[src/rtl/alu_seq.sv]
// Registered ALU: single-cycle add/sub/logic ops and a WIDTH-cycle shift-add multiply,
// with a selectively loaded C/Z/N/V flags register.
module alu_seq #(
    parameter int unsigned WIDTH = 8
) (
    input  logic             clk,
    input  logic             rst,
    input  logic [WIDTH-1:0] a,
    input  logic [WIDTH-1:0] b,
    input  logic [2:0]       op,
    input  logic             start,
    input  logic             flags_we,
    output logic [WIDTH-1:0] out,
    output logic             valid,
    output logic             busy,
    output logic             carry_flag,
    output logic             zero_flag,
    output logic             negative_flag,
    output logic             overflow_flag
);

    localparam int unsigned CW = (WIDTH > 1) ? $clog2(WIDTH) : 1;
    localparam int unsigned PW = 2 * WIDTH;

    localparam logic [2:0] OP_SUB = 3'b001;
    localparam logic [2:0] OP_ADC = 3'b010;
    localparam logic [2:0] OP_SBC = 3'b011;
    localparam logic [2:0] OP_AND = 3'b100;
    localparam logic [2:0] OP_OR  = 3'b101;
    localparam logic [2:0] OP_XOR = 3'b110;
    localparam logic [2:0] OP_MUL = 3'b111;

    typedef enum logic {S_IDLE, S_MUL} state_t;

    state_t           state, state_nxt;
    logic [PW-1:0]    mcand_q, mcand_d;
    logic [PW-1:0]    acc_q, acc_d, acc_step;
    logic [WIDTH-1:0] mplier_q, mplier_d;
    logic [CW-1:0]    cnt_q, cnt_d;
    logic             fwe_q, fwe_d;
    logic             mul_last;

    logic [WIDTH-1:0] out_d;
    logic             valid_d, busy_d;
    logic             c_d, z_d, n_d, v_d;

    logic [WIDTH-1:0] addend, res;
    logic             cin, ovf;
    logic [WIDTH:0]   sum;

    // Single-cycle datapath; ADC/SBC take the carry straight from the flags register.
    always_comb begin
        addend = b;
        cin    = 1'b0;
        case (op)
            OP_SUB:  begin addend = ~b; cin = 1'b1;       end
            OP_ADC:  begin addend = b;  cin = carry_flag; end
            OP_SBC:  begin addend = ~b; cin = carry_flag; end
            default: ;
        endcase
        sum = {1'b0, a} + {1'b0, addend} + (WIDTH+1)'(cin);
        ovf = (a[WIDTH-1] == addend[WIDTH-1]) && (sum[WIDTH-1] != a[WIDTH-1]);
        case (op)
            OP_AND:  res = a & b;
            OP_OR:   res = a | b;
            OP_XOR:  res = a ^ b;
            default: res = sum[WIDTH-1:0];
        endcase
    end

    assign acc_step = acc_q + (mplier_q[0] ? mcand_q : '0);
    assign mul_last = (cnt_q == CW'(WIDTH - 1));

    always_ff @(posedge clk or posedge rst) begin
        if (rst) state <= S_IDLE;
        else     state <= state_nxt;
    end

    always_comb begin
        state_nxt = state;
        case (state)
            S_IDLE:  if (start && op == OP_MUL) state_nxt = S_MUL;
            S_MUL:   if (mul_last) state_nxt = S_IDLE;
            default: state_nxt = S_IDLE;
        endcase
    end

    always_comb begin
        out_d    = out;
        valid_d  = 1'b0;
        c_d      = carry_flag;
        z_d      = zero_flag;
        n_d      = negative_flag;
        v_d      = overflow_flag;
        mcand_d  = mcand_q;
        mplier_d = mplier_q;
        acc_d    = acc_q;
        cnt_d    = cnt_q;
        fwe_d    = fwe_q;
        busy_d   = (state_nxt == S_MUL);
        case (state)
            S_IDLE: begin
                if (start && op != OP_MUL) begin
                    out_d   = res;
                    valid_d = 1'b1;
                    if (flags_we) begin
                        c_d = ~op[2] & sum[WIDTH];
                        v_d = ~op[2] & ovf;
                        z_d = (res == '0);
                        n_d = res[WIDTH-1];
                    end
                end else if (start) begin
                    mcand_d  = PW'(a);
                    mplier_d = b;
                    acc_d    = '0;
                    cnt_d    = '0;
                    fwe_d    = flags_we;
                end
            end
            S_MUL: begin
                acc_d    = acc_step;
                mcand_d  = mcand_q << 1;
                mplier_d = mplier_q >> 1;
                cnt_d    = cnt_q + CW'(1);
                if (mul_last) begin
                    out_d   = acc_step[WIDTH-1:0];
                    valid_d = 1'b1;
                    if (fwe_q) begin
                        c_d = |acc_step[PW-1:WIDTH];
                        v_d = 1'b0;
                        z_d = (acc_step[WIDTH-1:0] == '0);
                        n_d = acc_step[WIDTH-1];
                    end
                end
            end
            default: ;
        endcase
    end

    always_ff @(posedge clk or posedge rst) begin
        if (rst) begin
            out           <= '0;
            valid         <= 1'b0;
            busy          <= 1'b0;
            carry_flag    <= 1'b0;
            zero_flag     <= 1'b0;
            negative_flag <= 1'b0;
            overflow_flag <= 1'b0;
            mcand_q       <= '0;
            mplier_q      <= '0;
            acc_q         <= '0;
            cnt_q         <= '0;
            fwe_q         <= 1'b0;
        end else begin
            out           <= out_d;
            valid         <= valid_d;
            busy          <= busy_d;
            carry_flag    <= c_d;
            zero_flag     <= z_d;
            negative_flag <= n_d;
            overflow_flag <= v_d;
            mcand_q       <= mcand_d;
            mplier_q      <= mplier_d;
            acc_q         <= acc_d;
            cnt_q         <= cnt_d;
            fwe_q         <= fwe_d;
        end
    end

endmodule

[config.mk]
export PLATFORM = sky130hd
export DESIGN_NAME = alu_seq
export DESIGN_NICKNAME = d
export VERILOG_FILES = /design/src/rtl/alu_seq.sv
export SDC_FILE = /design/constraint.sdc
export NUM_CORES = 1
export LEC_CHECK = 0
export CAP_MARGIN = 40
export CORE_MARGIN = 5
export CORE_UTILIZATION = 46
export DETAILED_ROUTE_END_ITERATION = 8
export GPL_TIMING_DRIVEN = 0
export PLACE_DENSITY_LB_ADDON = 0.12
export SLEW_MARGIN = 20
export SYNTH_ARGS = -nofsm -noshare
export SYNTH_HDL_FRONTEND = slang
export SYNTH_SLANG_ARGS = --single-unit
[constraint.sdc]
create_clock -name clk -period 3.4 [get_ports clk]
set_clock_uncertainty 0.2 [all_clocks]
set_input_delay 0.68 -clock clk [delete_from_list [all_inputs] [get_ports clk]]
set_output_delay 0.68 -clock clk [all_outputs]
set_load 0.05 [all_outputs]
==> impl_metrics.toml <==
[placed_design]
io_buffers = 36
place_ws_ns = -1.02
dpl_cell_area_um2 = 4770
routabilityCongestion = 0.810
place_inst = 656
dp_hpwl_um = 8580

[clock_network]
postCtsHoldBufs = 0
clk_pin_slew_ns = 0.07
clk_latency_ns = 0.35
htree_levels = 3
cts_tree = "built"
cts-root-buf = "clkbuf_8"
clock_path_buffers = 2
cts_sinks = 58
cts_buffers = 9

[final_layout]
utilization_pct = 58.9
n_antenna_cell = 0
finalNetCount = 640
num-fill-cells = 827
stdcell_count = 687
synthToLayoutAreaGrowth_pct = 23.6
stdcell_area_um2 = 5180
drive_gt1_share_pct = 11.4

[logic_synthesis]
synth_seq_area_share_pct = 34.6
synth.ff_latch_count = 58
ys.flop_type = "dfrtp_1"
synth_area_leaders = "dfrtp_1 (35%), ha_1 (12%), nand2_1 (8.3%)"
synth_warnings = 0
synth_top_area_share_pct = 34.6
syn_avg_cell_area_um2 = 8.21
synth_fp_nets = 577
synth_cell_types = 52
synth_commonest_cells = "nand2_1 (93), dfrtp_1 (58), o21ai_0 (52)"
post-synth-top-area-cell = "dfrtp_1"
synth.cell_area_um2 = 4200
async_flop_share_pct = 100
syn_inst = 511
yosysMostFrequentCell = "nand2_1"
synth_edf_count = 0

[worst_setup_path]
r2r-end = "zero_flag"
start_kind = "input pin"
crit_buf_inv = 2
crit_path_start = "op[0]"
cp.depth = 13
crit_path_end_kind = "register"
cpMaxStageDelayCell = "or4_1"
crit_chain = "buf_2 -> mux2_4 -> nand2_2 -> fa_2 -> buf_6 -> nor2b_2 -> o21ai_2 -> a21boi_2 -> o21a_1 -> or3_1 -> a32o_2 -> or4_1 -> o21ai_1"
crit_fanout = 5
rr_startpoint = "carry_flag"
required_ns = 3.47
endpoint = "zero_flag"
arrival_ns = 3.35
crit_type = "in -> reg"
critPathTopFamily = "simple AND/OR/NAND/NOR gates"
worstRegToRegCells = 12
slowest_delay_ns = 0.50
r2r_setup_slack_ns = 0.19

[flow_run]
maxCapViolCount = 0

[pwr]
power.leakage_nw = 2.44
p_per_area_nw_per_um2 = 720
ir_drop_v = 0.000308

[timing]
rsz0062_at_grt = "false"
setup_tns_ns = 0
hold_viol_final = 0
fin_ws_ns = 0.119
relSlewSlack_pct = 55.3
setup_viol = 0
tightest_slew_ns = 0.665
timing.final.crit_share_pct = 96.5
max_freq_ghz = 0.305
slew_viol_final = 0
period_minus_slack_ns = 3.28

[floorplan]
row_count = 34
fp.coreArea_um2 = 8810
pin_count = 37
design.die.area_um2 = 11100
initial_core_util_pct = 47.7
die_y_um = 106
die_w_um = 106

[detailed_routing]
ant_nets = 0
wl_met2_um = 5370
firstDrtPassIters = 5
routed_wl_um = 11500
drc = 0
wl_met1_um = 5470
routed_via_density = 5.57
met3WireLength_um = 401
dr.first_iter.drc_count = 205
maxUsedRoutingLayer = "met4"
post_drt_wl_per_cell_um = 16.7
vias = 3828

[hold_path]
hold_class = "reg -> reg"

[global_routing]
grt.total_usage_pct = 21.3
grt_pass1_vias = 3848
antenna_found_initial = 0
grt_pass1_wl_um = 19100
grt_start_max_net_pins = 44
overflow = 0

[status]
outcome = "completed"
## layout by cell type, fill, tap and decap left out, types with 6 or more instances in the layout
cell type	Yosys	layout
buf_4	0	16
clkdlybuf4s50_1	0	29
a22o_1	6	6
inv_1	29	25
nand2_1	93	91
xnor2_1	19	16
and2_1	16	16
clkbuf_8	0	9
ha_1	40	40
a21oi_1	43	41
nor3_1	6	6
o21a_1	6	6
clkbuf_1	16	13
o21ai_0	52	52
xor2_1	8	8
dfrtp_1	58	57
nor2_1	35	35
## area by class of cell
| type | instances | area [um2] | share of cell area, % |
|---|---|---|---|
| buffer | 18 | 68.8 | 1.33 |
| clock buffer | 9 | 124 | 2.39 |
| clock inverter | 7 | 125 | 2.41 |
| inverter | 31 | 121 | 2.34 |
| multi-input combinational | 400 | 2630 | 50.7 |
| sequential | 58 | 1450 | 28.0 |
| tap | 108 | 135 | 2.61 |
| timing repair buffer | 56 | 529 | 10.2 |
## flip-flops by register name, indices dropped and copies added, names as in the netlist
name,count
zero_flag,1
out,8
valid,1
carry_flag,1
negative_flag,1
mplier_q,8
acc_q,16
fwe_q,1
mcand_q,16
cnt_q,3
busy,1
overflow_flag,1
## repair_timing
action | 4_1_cts | 5_1_grt
pin swaps | 15 | 18
endpoints found under the setup margin | 7 | 6
setup buffers | 13 | 7
gates resized for setup | 24 | 16
## per-stage QoR
stage	total power, mW	hold slack [ns]
after floorplan	2.33	0.250
after global placement	2.83	0.263
after detailed placement	2.87	0.267
after CTS	3.72	0.286
after global routing	3.99	0.311
final	3.73	0.282
## cells by family after synthesis
| kind of cell | share of synthesized area [%] |
|---|---|
| buffers and inverters | 4.80 |
| xor gates and xnor gates | 5.64 |
| AOI/OAI and AO/OA | 20.3 |
| and+or+nand+nor | 19.3 |
| muxes | 2.00 |
| DFF | 34.6 |
| adders and majority gates | 13.4 |
## where the power goes
| part | internal, mW | leakage [nW] | switching (mW) |
|---|---|---|---|
| clock | 0.493 | 0.124 | 0.322 |
| sequential | 0.964 | 0.758 | 0.184 |
| combinational | 0.657 | 1.55 | 1.11 |
## worst min-delay path by stage
stage,from,to,depth (start not counted)
5_1_grt,out[2],out[2],1
3_3_place_gp,mplier_q[2],mplier_q[1],2
6_report,out[2],out[2],1
4_1_cts,mplier_q[1],mplier_q[0],2
3_5_place_dp,mplier_q[1],mplier_q[0],2
2_1_floorplan,mplier_q[1],mplier_q[0],2
## routing by layer
layer,track usage (%),up-vias
li1,-,1900
met1,28.6,1821
met2,35.7,88
met3,2.87,19
met4,7.03,0
met5,0,-
(Power assumes the default switching activity.)
